File: src/rtl/cpu_pkg.sv
// cpu_pkg: shared cpu types and defaults
package cpu_pkg;
  typedef enum logic {RUN, HALT} fetch_state_e;
  localparam logic [31:0] NOP_WORD_DEFAULT = 32'h0000_0000;
endpackage

File: src/rtl/ifid_reg.sv
// ifid_reg: if/id pipeline register with hold and flush
module ifid_reg
  import cpu_pkg::*;
#(
  parameter logic [31:0] NOP_WORD = NOP_WORD_DEFAULT
) (
  input  logic        clk,
  input  logic        rst,
  input  logic        hold,
  input  logic        flush,
  input  logic [31:0] instr_in,
  input  logic [31:0] pc4_in,
  output logic [31:0] instr,
  output logic [31:0] pc4,
  output logic        valid
);
  logic [31:0] instr_q, instr_d, pc4_q, pc4_d;
  logic        valid_q, valid_d;
  always_comb begin
    instr_d = flush ? NOP_WORD : hold ? instr_q : instr_in;
    pc4_d   = (flush || hold) ? pc4_q : pc4_in;
    valid_d = !flush && (hold ? valid_q : 1'b1);
  end
  always_ff @(posedge clk) begin
    if (rst) begin
      instr_q <= NOP_WORD;
      pc4_q   <= '0;
      valid_q <= 1'b0;
    end else begin
      instr_q <= instr_d;
      pc4_q   <= pc4_d;
      valid_q <= valid_d;
    end
  end
  assign instr = instr_q;
  assign pc4   = pc4_q;
  assign valid = valid_q;
endmodule

File: src/rtl/instr_fetch.sv
// instr_fetch: pc sequencing and fetch from an external rom into if/id
module instr_fetch
  import cpu_pkg::*;
#(
  parameter logic [31:0] RESET_PC  = 32'h0000_0000,
  parameter int          ROM_BYTES = 64,
  parameter logic [31:0] NOP_WORD  = NOP_WORD_DEFAULT
) (
  input  logic        clk,
  input  logic        rst,
  input  logic        stall,
  input  logic        redirect,
  input  logic [31:0] redirectPc,
  output logic [31:0] romAddr,
  input  logic [31:0] romData,
  output logic [31:0] ifidInstr,
  output logic [31:0] ifidPc4,
  output logic        ifidValid,
  output logic        halted,
  output logic        misalign,
  output logic [15:0] fetchCount
);
  localparam logic [31:0] ROM_LAST = 32'(ROM_BYTES - 4);
  fetch_state_e state_q, state_d;
  logic [31:0]  pc_q, pc_d;
  logic         misalign_q, misalign_d;
  logic [15:0]  count_q, count_d;
  logic         oob, run, capture, flush;
  always_comb begin
    oob        = pc_q > ROM_LAST;
    run        = state_q == RUN;
    capture    = !redirect && !stall && run && !oob;
    flush      = redirect || (!stall && (!run || oob));
    pc_d       = redirect ? {redirectPc[31:2], 2'b00} : capture ? pc_q + 32'd4 : pc_q;
    state_d    = redirect ? RUN : (!stall && run && oob) ? HALT : state_q;
    misalign_d = misalign_q || (redirect && |redirectPc[1:0]);
    count_d    = (capture && count_q != 16'hFFFF) ? count_q + 16'd1 : count_q;
  end
  always_ff @(posedge clk) begin
    if (rst) begin
      pc_q       <= RESET_PC;
      state_q    <= RUN;
      misalign_q <= 1'b0;
      count_q    <= '0;
    end else begin
      pc_q       <= pc_d;
      state_q    <= state_d;
      misalign_q <= misalign_d;
      count_q    <= count_d;
    end
  end
  ifid_reg #(.NOP_WORD(NOP_WORD)) u_ifid (
    .clk      (clk),
    .rst      (rst),
    .hold     (stall),
    .flush    (flush),
    .instr_in (romData),
    .pc4_in   (pc_q + 32'd4),
    .instr    (ifidInstr),
    .pc4      (ifidPc4),
    .valid    (ifidValid)
  );
  assign romAddr    = pc_q;
  assign halted     = state_q == HALT;
  assign misalign   = misalign_q;
  assign fetchCount = count_q;
endmodule

File: config.mk
export PLATFORM = sky130hd
export DESIGN_NAME = instr_fetch
export DESIGN_NICKNAME = d
export VERILOG_FILES = /design/src/rtl/cpu_pkg.sv /design/src/rtl/ifid_reg.sv /design/src/rtl/instr_fetch.sv
export SDC_FILE = /design/constraint.sdc
export NUM_CORES = 1
export LEC_CHECK = 0
export ABC_AREA = 1
export BUFFER_PORTS_ARGS = -buffer_cell sky130_fd_sc_hd__buf_4
export CORE_MARGIN = 4
export CORE_UTILIZATION = 38
export DETAILED_ROUTE_END_ITERATION = 12
export GPL_TIMING_DRIVEN = 0
export PLACE_DENSITY_LB_ADDON = 0.25
export SETUP_SLACK_MARGIN = 0.4
export SYNTH_ARGS = -nofsm -noshare
export SYNTH_HDL_FRONTEND = slang
export SYNTH_SLANG_ARGS = --single-unit
export TNS_END_PERCENT = 1
File: constraint.sdc
create_clock -name clk -period 2.05 [get_ports clk]
set_clock_uncertainty 0.2 [all_clocks]
set_input_delay 0.3075 -clock clk [delete_from_list [all_inputs] [get_ports clk]]
set_output_delay 0.3075 -clock clk [all_outputs]
set_load 0.005 [all_outputs]
Yosys cells after proc, flatten, opt, wreduce, memory -nomap -nowiden:

Cells that the tools add are included.
W data, S select, Z words.

* register bits: 115
* latch bits: 0
* bits in writable memories: 0
* ROM bits: 0
* output and inout bits: 115
* memories: 0

* add/subtract/negate cells: 2
* multiply operators: 0
* div/mod/pow operators: 0
* $lt $le $gt $ge: 1
* eq/ne operators: 1
* shift operators: 0
* mux-type cells: 3
* bitwise logic cells: 1
* reductions and logical operators: 21

Operators with widths (count)
* $mux W32: 2
* $add A32 B3 Y32 const B: 1
* $gt A32 B6 Y1 const B: 1
* $add A16 B1 Y16 const B: 1
* $ne A16 B16 Y1 const B: 1
* $logic_and A1 B1 Y1: 9
* $reduce_or A2 Y1: 3
* $logic_not A1 Y1: 4
* $logic_or A1 B1 Y1: 4
* $reduce_bool A2 Y1: 1
* $mux W1: 1
* $not A1 Y1: 1

Logic depth before layout (Yosys ltp):

Gate-level depths: netlist of run 1.

* word-level depth: 6
* gate-level depth with buffers: 11
* depth with buffers taken out: 9

Cells and area by module:

From an unflattened synthesis of run 1, not the netlist that was laid out.

* cell total of the unflattened synthesis: 798
* area total of the unflattened synthesis: 5680.4 um^2

Modules (own cells, without submodules)
* instr_fetch: times used 1, cells an instance 451, area each 3096.7 um^2, seq. area each 960.9 um^2
* ifid_reg: times used 1, cells an instance 347, area each 2583.7 um^2, seq. area each 1301.2 um^2

Least setup slack after synthesis of run 1:

OpenSTA, ideal clock, no wires.

* kind: reg2reg
* from: register count_q[0] (netlist: fetchCount[0])
* to: register count_q[12] (netlist: fetchCount[12])
* setup time: 0.070 ns
* arrival: 1.531 ns
* setup slack: 0.249 ns
* stages on the path, launching flop included: 9
* path buffers: 1
* cells stage by stage: dfxtp_1 -> ha_1 -> nand2_1 -> nor2_2 -> nand4_2 -> nand3_2 -> buf_6 -> nand2_1 -> a21oi_1

* cells in the longest elaborated chain, start to end: 2
* elaborated cells on any way between the ends: 3
* classes of those cells: add/sub: 1; eq/ne: 1; reduce/logical: 1

RTL lines
* start: declaration: RTL line instr_fetch.sv:27 `logic [15:0] count_q, count_d;`
* start signal: assignment: RTL line instr_fetch.sv:49 `count_q <= count_d;`
* parallel branches: the longest is 2 deep, another holds $add A16 B1 Y16

Several ways; the timed one is not identified.
A chain may end at the register's enable or synchronous reset.

Worst setup path after layout of run 1:

* from: register pc_q[16] (netlist: romAddr[16])
* to: register u_ifid.instr_q[15] (netlist: u_ifid.instr[15])

* cells in the longest elaborated chain, start to end: 5

RTL lines
* start: declaration: RTL line instr_fetch.sv:25 `logic [31:0] pc_q, pc_d;`
* start signal: assignment: RTL line instr_fetch.sv:46 `pc_q <= pc_d;`
* $gt A32 B6 Y1: RTL line instr_fetch.sv:30 `oob = pc_q > ROM_LAST;`
* $logic_or A1 B1 Y1: RTL line instr_fetch.sv:33 `flush = redirect || (!stall && (!run || oob));`
* $logic_and A1 B1 Y1: RTL line instr_fetch.sv:33
* $logic_or A1 B1 Y1: RTL line instr_fetch.sv:33
* $reduce_or A2 Y1 (no source line)
* end signal: assignment: RTL line ifid_reg.sv:30 `instr_q <= instr_d;`
* end: declaration: RTL line ifid_reg.sv:17 `logic [31:0] instr_q, instr_d, pc4_q, pc4_d;`

No other way between the ends.

==> results by group, run 1 <==
Worst hold path
  • Number of cells traversed by the worst hold path: 3
  • Launch instance of the worst min-delay path: redirectPc[16]
  • Worst Hold Path EP: romAddr[16]
  • Tightest Hold Check Type: input port to register

Place
  • Number of buffers added on ports: 175
  • Routability-driven placement congestion ratio: 0.842
  • Half-perimeter wire length of the detailed placement result: 10100 um

Floorplanning
  • Number of core rows: 39
  • Die outline width: 117 um
  • Number of ports placed on the die boundary: 183
  • Die ar.: 13700 um2
  • Core box area: 11500 um2
  • Initial standard-cell utilization of the core: 39.3%
  • Die Height: 117 um

Detailed routing
  • Initial detailed-routing violation count: 252
  • Wire length per cell after detailed routing: 13.9 um
  • Number of vias per cell: 4.81
  • DRC: 0
  • Count of antenna-violating nets left after detailed routing: 0
  • Pre-Repair DR Iteration Count: 4
  • Via count of the routed design: 4706
  • Wire length reported by the detailed router: 13600 um

Global routing
  • Overall routing resource usage: 18.9%
  • Pin count of the biggest net entering global routing: 20
  • Initial antenna violation count: 0
  • Overflow after GRT: 0
  • Number of global-route vias before repair: 4496
  • Global-route wire length before repair: 20800 um

Synthesis
  • Ranking of synthesized cells by area: sky130_fd_sc_hd__dfxtp_1 (49%), sky130_fd_sc_hd__nand2_1 (17%), sky130_fd_sc_hd__a21oi_1 (9.4%)
  • #FFs+latches synth: 111
  • Share of the synthesized area in the top cell type: 49.1%
  • Top cell type by total area after synthesis: sky130_fd_sc_hd__dfxtp_1
  • Most instantiated flip-flop cell in the synthesis netlist: sky130_fd_sc_hd__dfxtp_1
  • Mapped Area: 4530 um2
  • Warnings from Yosys: 0
  • Post-Syn Instances: 623
  • Async set-reset flop share out of synthesis: 0%
  • Portion of the post-synthesis area used by sequential elements: 49.1%
  • Number of enable-type register cells in the synthesized netlist: 0
  • Most frequently used cell type in the post-synthesis netlist: sky130_fd_sc_hd__nand2_1
  • Top post-synthesis cells by count: sky130_fd_sc_hd__nand2_1 (202), sky130_fd_sc_hd__dfxtp_1 (111), sky130_fd_sc_hd__a21oi_1 (85)
  • Post-synthesis cell type count: 25
  • Avg Cell Area, Syn: 7.27 um2

Pwr
  • Leakage power: 2.96 nW
  • IR drop worst, VDD: 0.000422 V
  • Power density of the placed cells: 682 nW/um2

STA
  • Final Setup Violations: 0
  • Final-layout setup total negative slack: 0 ns
  • RSZ-0062 raised after global routing: true
  • Min Clock Period, post-route: 1.74 ns
  • Final Max Slew Viols: 0
  • Fmax: 0.575 GHz
  • Least-Margin Pin Slew: 0.571 ns
  • Worst hold slack after final layout: 0.0151 ns
  • Max transition margin: 61.8%
  • Period utilisation layout: 84.8%
  • Final Hold Violating Endpoints: 0

Flow run
  • Maximum capacitance violations: 0

Critical path
  • Slowest Stage Delay on Critical Path: 0.34 ns
  • Worst-path cell chain: nor2_1 > nand2_1 > nor2_1 > nand2_1 > nor2_4 > buf_6 > nand2_4 > nand2_4 > nand2_8 > buf_8 > a21oi_2
  • WP data arrival: 1.81 ns
  • Type of the worst setup path: register to register
  • Worst reg2reg setup slack: 0.31 ns
  • Reg2reg start: romAddr[16]
  • Number of cells traversed by the worst register-to-register path: 11
  • Worst EP required: 2.12 ns
  • CP endpoint kind: register
  • Nature of the critical path startpoint: register
  • Endpoint of the worst-slack reg-to-reg timing path: u_ifid.instr[15]
  • CP Max Fanout: 5
  • Slowest cell on the critical path: sky130_fd_sc_hd__dfxtp_2

Clock tree
  • Clock insertion delay at the later pin of the skew report: 0.34 ns
  • TritonCTS buffer count: 9
  • CTS H-tree lvls: 3
  • Hold Buf Count CTS: 0
  • Number of buffers on the longest clock path: 2
  • Clk sinks: 111
  • Clock slew seen by the registers of the worst setup and hold paths: 0.08 ns
  • TritonCTS clock tree: yes
  • Buffer cell driving the clock tree root: sky130_fd_sc_hd__clkbuf_16

Finish
  • Layout cell share with drive strength beyond 1: 34.2%
  • Area added between synthesis and finish: 49.9%
  • Net count reported at finish: 901
  • Count of inserted antenna diode cells: 0
  • Count of fill cells added during filler insertion: 1043

Outcome
  • Run status: finished, final reports clean
## how the worst max path moves through the flow
stage                      from          endpoint  slack [ns]  cells past startpoint
floorplan           romAddr[13]        romAddr[2]        0.38                     10
global placement       redirect     u_ifid.pc4[2]       -0.06                      6
detailed placement     redirect     u_ifid.pc4[3]       -0.07                      6
CTS                 romAddr[30]  u_ifid.instr[15]        0.31                     11
global route        romAddr[15]  u_ifid.instr[15]        0.20                     11
finish              romAddr[16]  u_ifid.instr[15]        0.31                     11
## worst max-delay path, delay by kind of cell (launching register included)
kind | cells | cell delay (ns)
buffers and inverters | 2 | 0.29
DFF | 1 | 0.34
and+or+nand+nor | 8 | 0.74
AOI/OAI and AO/OA | 1 | 0.10
## repair_timing
action	in CTS	in global routing
resized for setup	55	17
pin swaps	12	7
setup buffers	12	3
endpoints found under the setup margin	109	109
cloned	4	0
## state kept, by name, summed over array words and instances (netlist names)
signal,count
u_ifid.instr,32
romAddr,30
u_ifid.pc4,30
fetchCount,16
halted,1
misalign,1
u_ifid.valid,1
## area by class of cell
type / count / area (um2) / area share [%]
repair buffers: 193 / 1470 / 21.7
multi-input cells: 444 / 2180 / 32.1
clock inverters: 7 / 103 / 1.51
well taps: 143 / 179 / 2.64
plain buffers: 40 / 263 / 3.87
inverters: 32 / 120 / 1.77
clock buffers: 9 / 225 / 3.32
flip-flops and latches: 111 / 2250 / 33.1
## cell usage in the layout, fill, tap and decap left out, types with 3 or more instances in the layout
| master | n |
|---|---|
| sky130_fd_sc_hd__nand3_1 | 52 |
| sky130_fd_sc_hd__nand4_1 | 9 |
| sky130_fd_sc_hd__buf_6 | 10 |
| sky130_fd_sc_hd__nor2_4 | 3 |
| sky130_fd_sc_hd__clkbuf_16 | 9 |
| sky130_fd_sc_hd__clkbuf_1 | 19 |
| sky130_fd_sc_hd__inv_1 | 30 |
| sky130_fd_sc_hd__buf_4 | 196 |
| sky130_fd_sc_hd__nand2_4 | 4 |
| sky130_fd_sc_hd__buf_1 | 3 |
| sky130_fd_sc_hd__nor2_2 | 5 |
| sky130_fd_sc_hd__xor2_1 | 10 |
| sky130_fd_sc_hd__conb_1 | 4 |
| sky130_fd_sc_hd__o21ai_0 | 7 |
| sky130_fd_sc_hd__dfxtp_1 | 94 |
| sky130_fd_sc_hd__a21oi_1 | 63 |
| sky130_fd_sc_hd__dfxtp_2 | 15 |
| sky130_fd_sc_hd__nand3b_1 | 3 |
| sky130_fd_sc_hd__a21oi_2 | 22 |
| sky130_fd_sc_hd__nor2_1 | 56 |
| sky130_fd_sc_hd__nand2_1 | 197 |
## per-layer routing
metal / GRT usage [%] / wire length [um]
met5: 0 / 0
met4: 6.50 / 264
met3: 4.42 / 838
met2: 32.5 / 6820
met1: 23.1 / 5720
## power breakdown
group,total (mW),switching (mW),internal (mW)
Clock,1.91,0.816,1.09
Combinational,0.480,0.236,0.244
Sequential,2.24,0.0391,2.20
Total,4.63,1.09,3.54
## logic make-up after synthesis
group	count (synthesis)	synth area share, %
xor gates and xnor gates	10	1.93
buffers and inverters	72	7.32
DFF	111	49.1
other	1	0.0828
adders and majority gates	2	0.553
AOI/OAI and AO/OA	92	10.2
and+or+nand+nor	335	30.8
## stage by stage
stage | util [%] | area [um2] | cells | setup WS [ns] | power, mW
after floorplan | - | 4590 | 626 | 0.379 | 2.49
after global routing | 58.9 | 6790 | 979 | 0.204 | 4.81
after CTS | 58.2 | 6710 | 976 | 0.306 | 4.66
after detailed placement | 52.8 | 6080 | 944 | -0.0666 | 2.72
after global placement | 52.8 | 6080 | 944 | -0.0620 | 2.71
final | 58.9 | 6790 | 979 | 0.311 | 4.63
Note: power is estimated with default switching activity, not from simulation.
==> run 2: changes to the inputs <==
==> constraint.sdc (replaced) <==
create_clock -name clk -period 1.57 [get_ports clk]
set_clock_uncertainty 0.2 [all_clocks]
set_input_delay 0.2355 -clock clk [delete_from_list [all_inputs] [get_ports clk]]
set_output_delay 0.2355 -clock clk [all_outputs]
set_load 0.005 [all_outputs]
==> run 2 against run 1 <==
The flow now finishes with violations (negative setup slack). Via count is 11% higher. Worst setup slack worse by 0.52 ns. Sequential power is 31% higher. First-iteration DRC count is 16% higher. Critical path type unchanged. Critical endpoint is now romAddr[14].
==> results by group, run 2 (synthesized netlist as in run 1, its figures left out) <==
Outcome
  • Run status: finished with violations
  • Violated checks: negative setup slack

Floorplanning
  • Number of core rows: 39 (unchanged)
  • Core box area: 11500 um2 (unchanged)
  • Number of ports placed on the die boundary: 183 (unchanged)
  • Die outline width: 117 um (unchanged)
  • Die Height: 117 um (unchanged)
  • Initial standard-cell utilization of the core: 39.3% (unchanged)
  • Die ar.: 13700 um2 (unchanged)

Detailed routing
  • Initial detailed-routing violation count: 293 (+16%)
  • Wire length per cell after detailed routing: 15.0 um (+7.6%)
  • Via count of the routed design: 5223 (+11%)
  • Pre-Repair DR Iteration Count: 5 (+1)
  • DRC: 0 (unchanged)
  • Number of vias per cell: 4.98 (+3.7%)
  • Count of antenna-violating nets left after detailed routing: 0 (unchanged)
  • Wire length reported by the detailed router: 15700 um (+15%)

Place
  • Half-perimeter wire length of the detailed placement result: 9850 um (-2.6%)
  • Dpl ws: -0.398 ns (-0.331 ns)
  • Number of buffers added on ports: 175 (unchanged)
  • Routability-driven placement congestion ratio: 0.866 (+2.8%)
  • Cell Area, Placed: 6130 um2 (+0.76%)

Global routing
  • Pin count of the biggest net entering global routing: 20 (unchanged)
  • Initial antenna violation count: 0 (unchanged)
  • Number of global-route vias before repair: 4990 (+11%)
  • Overall routing resource usage: 21.4% (+2.5 points)
  • Global-route wire length before repair: 23400 um (+13%)
  • Overflow after GRT: 0 (unchanged)

STA
  • RSZ-0062 raised after global routing: true
  • Least-Margin Pin Slew: 0.607 ns (+0.0359 ns)
  • Max transition margin: 59.6% (-2.3 points)
  • Fmax: 0.561 GHz (-2.4%)
  • Final Setup Violations: 109 (+109)
  • Final-layout setup total negative slack: -17.52 ns (-17.52 ns)
  • Final Max Slew Viols: 0 (unchanged)
  • Final Hold Violating Endpoints: 0 (unchanged)
  • Post-layout worst setup margin: -0.211 ns (-0.523 ns)
  • Period utilisation layout: 113% (+29 points)
  • Min Clock Period, post-route: 1.78 ns (+0.0426 ns)

Critical path
  • Worst-path cell chain: nor2_1 > nand2_2 > nor2_4 > nand2_2 > nor2_4 > buf_6 > nand2_8 > clkbuf_16 > nand3_1 > a21oi_1
  • WP data arrival: 1.79 ns (-0.02 ns)
  • Worst reg2reg setup slack: -0.21 ns (-0.52 ns)
  • Slowest cell on the critical path: sky130_fd_sc_hd__dfxtp_2
  • Nature of the critical path startpoint: register
  • CP Max Fanout: 9 (+4)
  • Largest delay share family, worst path: simple AND/OR/NAND/NOR gates
  • CP endpoint kind: register
  • Type of the worst setup path: register to register
  • Worst EP required: 1.58 ns (-0.54 ns)
  • Total buffers and inverters traversed by the critical path: 2 (unchanged)
  • Slowest Stage Delay on Critical Path: 0.34 ns (about the same)

Finish
  • Count of fill cells added during filler insertion: 906 (-13%)
  • Layout cell share with drive strength beyond 1: 37.7% (+3.5 points)
  • Commonest non-fill, non-tap cells in the layout: sky130_fd_sc_hd__nand2_1 (193), sky130_fd_sc_hd__buf_4 (176), sky130_fd_sc_hd__dfxtp_1 (89), sky130_fd_sc_hd__dlygate4sd3_1 (59), sky130_fd_sc_hd__a21oi_1 (48)
  • Combined flip-flop and latch cell area: 2280 um2 (+1.3%)
  • Area added between synthesis and finish: 71.2%
  • Number of flip-flops in the largest register: 32 (unchanged)
  • Area taken by multi-input logic gates: 2330 um2 (+7.3%)
  • Count of inserted antenna diode cells: 0 (unchanged)
  • Net count reported at finish: 970 (+7.7%)
  • Leading cell type in the layout, fill and taps excluded: sky130_fd_sc_hd__nand2_1
  • Area of all placed cells without fillers: 7750 um2 (+14%)

Clock tree
  • Clock insertion delay at the later pin of the skew report: 0.35 ns (about the same)
  • Buffer cell driving the clock tree root: sky130_fd_sc_hd__clkbuf_16
  • TritonCTS buffer count: 9 (unchanged)
  • TritonCTS clock tree: yes
  • Clk sinks: 111 (unchanged)
  • CTS H-tree lvls: 3 (unchanged)
  • Clock slew seen by the registers of the worst setup and hold paths: 0.07 ns (about the same)
  • Number of buffers on the longest clock path: 2 (unchanged)

Pwr
  • IR drop worst, VDD: 0.000625 V (+48%)
  • Leakage power: 3.30 nW (+11%)
  • Power density of the placed cells: 771 nW/um2 (+13%)

Flow run
  • Maximum capacitance violations: 0 (unchanged)

Worst hold path
  • Tightest Hold Check Type: input port to register
[run 2: cell types whose count changed in the layout (fill, tap and decap cells not counted), moves of 6 or more]
| cell | change |
|---|---|
| sky130_fd_sc_hd__dlygate4sd3_1 | +59 |
| sky130_fd_sc_hd__buf_6 | +28 |
| sky130_fd_sc_hd__buf_4 | -20 |
| sky130_fd_sc_hd__a21oi_1 | -15 |
| sky130_fd_sc_hd__a21oi_2 | +15 |
| sky130_fd_sc_hd__nor2_1 | -10 |
| sky130_fd_sc_hd__dfxtp_4 | +9 |
| sky130_fd_sc_hd__nand3_1 | -8 |
| sky130_fd_sc_hd__nand3_2 | +8 |
| sky130_fd_sc_hd__nor2_4 | +6 |
[run 2: cell type report]
| cell class | instances | area share (%) |
|---|---|---|
| clock buffer | 10 | 2.95 |
| clock inverter | 6 | 0.662 |
| inverter | 32 | 1.55 |
| buffer | 40 | 3.62 |
| multi-input combinational | 443 | 30.1 |
| tap | 143 | 2.31 |
| sequential | 111 | 29.4 |
| timing repair buffer | 263 | 29.4 |
[run 2: report_power, final]
| group | switching [mW] | internal, mW | total (mW) |
|---|---|---|---|
| Sequential | 0.0687 | 2.87 | 2.94 |
| Combinational | 0.374 | 0.453 | 0.827 |
| Clock | 1.11 | 1.11 | 2.21 |
[run 2: final timing paths]
path              cells after the start      startpoint               to
hold reg to reg                       2  u_ifid.pc4[24]   u_ifid.pc4[24]
hold / removal                        3           stall  u_ifid.instr[1]
setup / recovery                     10      romAddr[8]      romAddr[14]
setup reg to reg                     10      romAddr[8]      romAddr[14]
[run 2: worst min-delay path: stages]
cell and delay [ns]:
sky130_fd_sc_hd__buf_2 0.16, sky130_fd_sc_hd__nand2_1 0.09, sky130_fd_sc_hd__a21oi_2 0.05
[run 2: metal layers]
metal	share of wire, %	vias up	track usage, %
li1	-	2547	-
met1	40	2445	24.7
met2	51	197	38.3
met3	6.8	34	5.09
met4	2.4	0	7.72
met5	0	-	0
[run 2: per-stage QoR]
stage,cells,power (mW),util (%),hold slack [ns]
after floorplan,626,3.25,-,0.176
after global placement,944,3.54,53.2,0.226
after detailed placement,944,3.55,53.2,0.227
after CTS,1031,5.90,63.4,0.0158
after global routing,1048,6.21,67.3,0.0493
final,1048,5.98,67.3,0.0384
[run 2: timing repair]
item                       4_1_cts  5_1_grt
resized for setup               64       86
setup endpoints to repair      221      222
pin swaps                        9       19
hold endpoints to repair        58        0
hold buffers                    59        0
setup buffers                    8       15
cloned                           4        2
==> run 3: changes to the inputs <==
==> constraint.sdc (replaced) <==
create_clock -name clk -period 1.9 [get_ports clk]
set_clock_uncertainty 0.2 [all_clocks]
set_input_delay 0.285 -clock clk [delete_from_list [all_inputs] [get_ports clk]]
set_output_delay 0.285 -clock clk [all_outputs]
set_load 0.005 [all_outputs]
==> run 3 against run 2 <==
The run now ends clean. Cell count down 1.4%. Worst hold slack got worse by 0.036 ns. Combinational power decreased by 24%. Maximum frequency is 3.7% lower. Critical endpoint is now u_ifid.instr[14].
==> results by group, run 3 (synthesized netlist as in run 1, its figures left out) <==
Floorplanning
  • Die ar.: 13700 um2 (unchanged)
  • Die outline width: 117 um (unchanged)
  • Die Height: 117 um (unchanged)
  • Initial standard-cell utilization of the core: 39.3% (unchanged)
  • Number of core rows: 39 (unchanged)
  • Core box area: 11500 um2 (unchanged)
  • Number of ports placed on the die boundary: 183 (unchanged)

Finish
  • Commonest non-fill, non-tap cells in the layout: sky130_fd_sc_hd__buf_4 (198), sky130_fd_sc_hd__nand2_1 (195), sky130_fd_sc_hd__dfxtp_1 (95), sky130_fd_sc_hd__a21oi_1 (72), sky130_fd_sc_hd__nand3_1 (51)
  • Net count reported at finish: 953 (-1.8%)
  • Post-Layout Cell Count: 1033 (-1.4%)
  • Combined flip-flop and latch cell area: 2250 um2 (-1.1%)
  • Area taken by multi-input logic gates: 2200 um2 (-5.9%)
  • Number of flip-flops in the largest register: 32 (unchanged)
  • Layout cell share with drive strength beyond 1: 33.1% (-4.6 points)
  • Count of fill cells added during filler insertion: 965 (+6.5%)
  • Area added between synthesis and finish: 61.9%
  • Leading cell type in the layout, fill and taps excluded: sky130_fd_sc_hd__buf_4

Pwr
  • Sw power: 1.27 mW (-18%)
  • Combinational group share of total power: 12.7% (-1.1 points)
  • Fraction of power consumed by sequential logic: 49.2% (about the same)
  • Net switching fraction of the power: 25.8% (-0.054 points)
  • Power density of the placed cells: 672 nW/um2 (-13%)
  • IR drop worst, VDD: 0.000408 V (-35%)
  • Internal power of the cells: 3.65 mW (-18%)
  • Leakage power: 3.20 nW (-3.3%)
  • Clock network fraction of design power: 38.1% (+1.1 points)

STA
  • Worst hold slack after final layout: 0.00207 ns (-0.0364 ns)
  • Least-Margin Pin Slew: 0.650 ns (+0.0430 ns)
  • Min Clock Period, post-route: 1.85 ns (+0.0678 ns)
  • Final Max Slew Viols: 0 (unchanged)
  • Final Setup Violations: 0 (-100%)
  • Fmax: 0.541 GHz (-3.7%)
  • Final Hold Violating Endpoints: 0 (unchanged)
  • Max transition margin: 56.7% (-2.9 points)
  • Period utilisation layout: 97.3% (-16 points)
  • RSZ-0062 raised after global routing: true

Clock tree
  • TritonCTS buffer count: 9 (unchanged)
  • Clock slew seen by the registers of the worst setup and hold paths: 0.08 ns (about the same)
  • TritonCTS clock tree: yes
  • Number of buffers on the longest clock path: 2 (unchanged)
  • Clk sinks: 111 (unchanged)
  • CTS H-tree lvls: 3 (unchanged)
  • Buffer cell driving the clock tree root: sky130_fd_sc_hd__clkbuf_16
  • Clock insertion delay at the later pin of the skew report: 0.35 ns (about the same)

Critical path
  • Worst reg2reg setup slack: 0.05 ns (+0.26 ns)
  • Critical path's most frequent cell: sky130_fd_sc_hd__nand2_8
  • Nature of the critical path startpoint: register
  • Total buffers and inverters traversed by the critical path: 3 (+1)
  • Worst EP required: 1.97 ns (+0.39 ns)
  • Type of the worst setup path: register to register
  • Worst-path cell chain: nor2_2 > nand3_2 > inv_1 > nand2_1 > nor2_4 > buf_6 > nand2_4 > nand2_8 > nand2_8 > clkbuf_16 > a21oi_1
  • Slowest cell on the critical path: sky130_fd_sc_hd__dfxtp_2
  • CP endpoint kind: register
  • CP Max Fanout: 5 (-4)
  • WP data arrival: 1.92 ns (+0.13 ns)
  • Largest delay share family, worst path: simple AND/OR/NAND/NOR gates
  • Slowest Stage Delay on Critical Path: 0.35 ns (about the same)

Detailed routing
  • Via count of the routed design: 5090 (-2.5%)
  • Wire length reported by the detailed router: 14900 um (-5.2%)
  • Wire length per cell after detailed routing: 14.4 um (-3.8%)
  • Number of vias per cell: 4.93 (-1.1%)
  • Count of antenna-violating nets left after detailed routing: 0 (unchanged)
  • Initial detailed-routing violation count: 364 (+24%)
  • Pre-Repair DR Iteration Count: 7 (+2)
  • DRC: 0 (unchanged)

Global routing
  • Overflow after GRT: 0 (unchanged)
  • Initial antenna violation count: 0 (unchanged)
  • Overall routing resource usage: 19.4% (-1.9 points)
  • Global-route wire length before repair: 21500 um (-8.1%)
  • Pin count of the biggest net entering global routing: 22 (+10%)
  • Number of global-route vias before repair: 4653 (-6.8%)

Place
  • Number of buffers added on ports: 175 (unchanged)
  • Half-perimeter wire length of the detailed placement result: 9680 um (-1.8%)
  • Placed Cells: 944 (unchanged)
  • Routability-driven placement congestion ratio: 0.847 (-2.2%)

Flow run
  • Maximum capacitance violations: 0 (unchanged)

Worst hold path
  • Tightest Hold Check Type: input port to register

Outcome
  • Run status: finished, final reports clean
==> run 3: cell count changes in the layout (fill, tap and decap cells not counted), moves of 3 or more <==
cell                            delta
sky130_fd_sc_hd__dfxtp_4           -7
sky130_fd_sc_hd__inv_8             +3
sky130_fd_sc_hd__a21oi_1          +24
sky130_fd_sc_hd__dlygate4sd3_1    -10
sky130_fd_sc_hd__a21oi_2          -25
sky130_fd_sc_hd__nor2_4            -5
sky130_fd_sc_hd__nand3_2           -7
sky130_fd_sc_hd__buf_4            +22
sky130_fd_sc_hd__nand3_1           +7
sky130_fd_sc_hd__dfxtp_1           +6
sky130_fd_sc_hd__nor2_2            +4
sky130_fd_sc_hd__buf_6            -28
==> run 3: area by class of cell <==
cell class / count / area share, %
diodes: 2 / 0.0683
flip-flops and latches: 111 / 30.7
plain buffers: 40 / 3.77
clock inverters: 7 / 0.956
multi-input cells: 444 / 30.0
clock buffers: 9 / 3.07
inverters: 32 / 1.64
well taps: 143 / 2.44
repair buffers: 245 / 27.4
==> run 3: path summary, 6_finish.rpt <==
check / cells after the start / startpoint / endpoint
worst min-delay path: 3 / redirectPc[9] / romAddr[9]
worst max-delay path: 11 / romAddr[23] / u_ifid.instr[14]
worst max register to register: 11 / romAddr[23] / u_ifid.instr[14]
worst min register to register: 2 / u_ifid.pc4[22] / u_ifid.pc4[22]
==> run 3: per-stage QoR <==
step                instance area (um2)  setup slack [ns]  power [mW]  TNS [ns]  util [%]
floorplan                          4650             0.280        2.69         0         -
global placement                   6140            0.0308        2.93         0      53.3
detailed placement                 6140           -0.0458        2.94    -0.204      53.3
CTS                                6960            0.0912        4.88         0      60.5
global route                       7320           -0.0721        5.13    -0.623      63.6
finish                             7330            0.0510        4.92         0      63.6
==> run 3: repair_timing <==
action | 4_1_cts | 5_1_grt
setup endpoints to repair | 109 | 111
setup buffers | 3 | 14
cloned | 1 | 4
resized for setup | 7 | 57
hold buffers | 48 | 1
endpoints found under the hold margin | 48 | 1
pin swaps | 1 | 15
==> run 3: worst min-delay path, cell delays in order <==
cell	delay [ns]
sky130_fd_sc_hd__buf_4	0.11
sky130_fd_sc_hd__nand2_1	0.06
sky130_fd_sc_hd__a21oi_1	0.06
==> run 3: power by group through the flow <==
stage          Clock (mW)  Combinational [mW]  Sequential (mW)
3_5_place_dp            0               0.462             2.48
3_3_place_gp            0               0.455             2.47
6_report             1.87               0.625             2.42
5_1_grt              2.01               0.687             2.43
4_1_cts              1.92               0.547             2.42
2_1_floorplan           0               0.218             2.47
==> run 3: layer usage <==
metal / routed length (um) / track usage (%)
met4: 350 / 7.03
met2: 7420 / 32.7
met1: 5950 / 24.1
met5: 0 / 0
met3: 1170 / 4.88
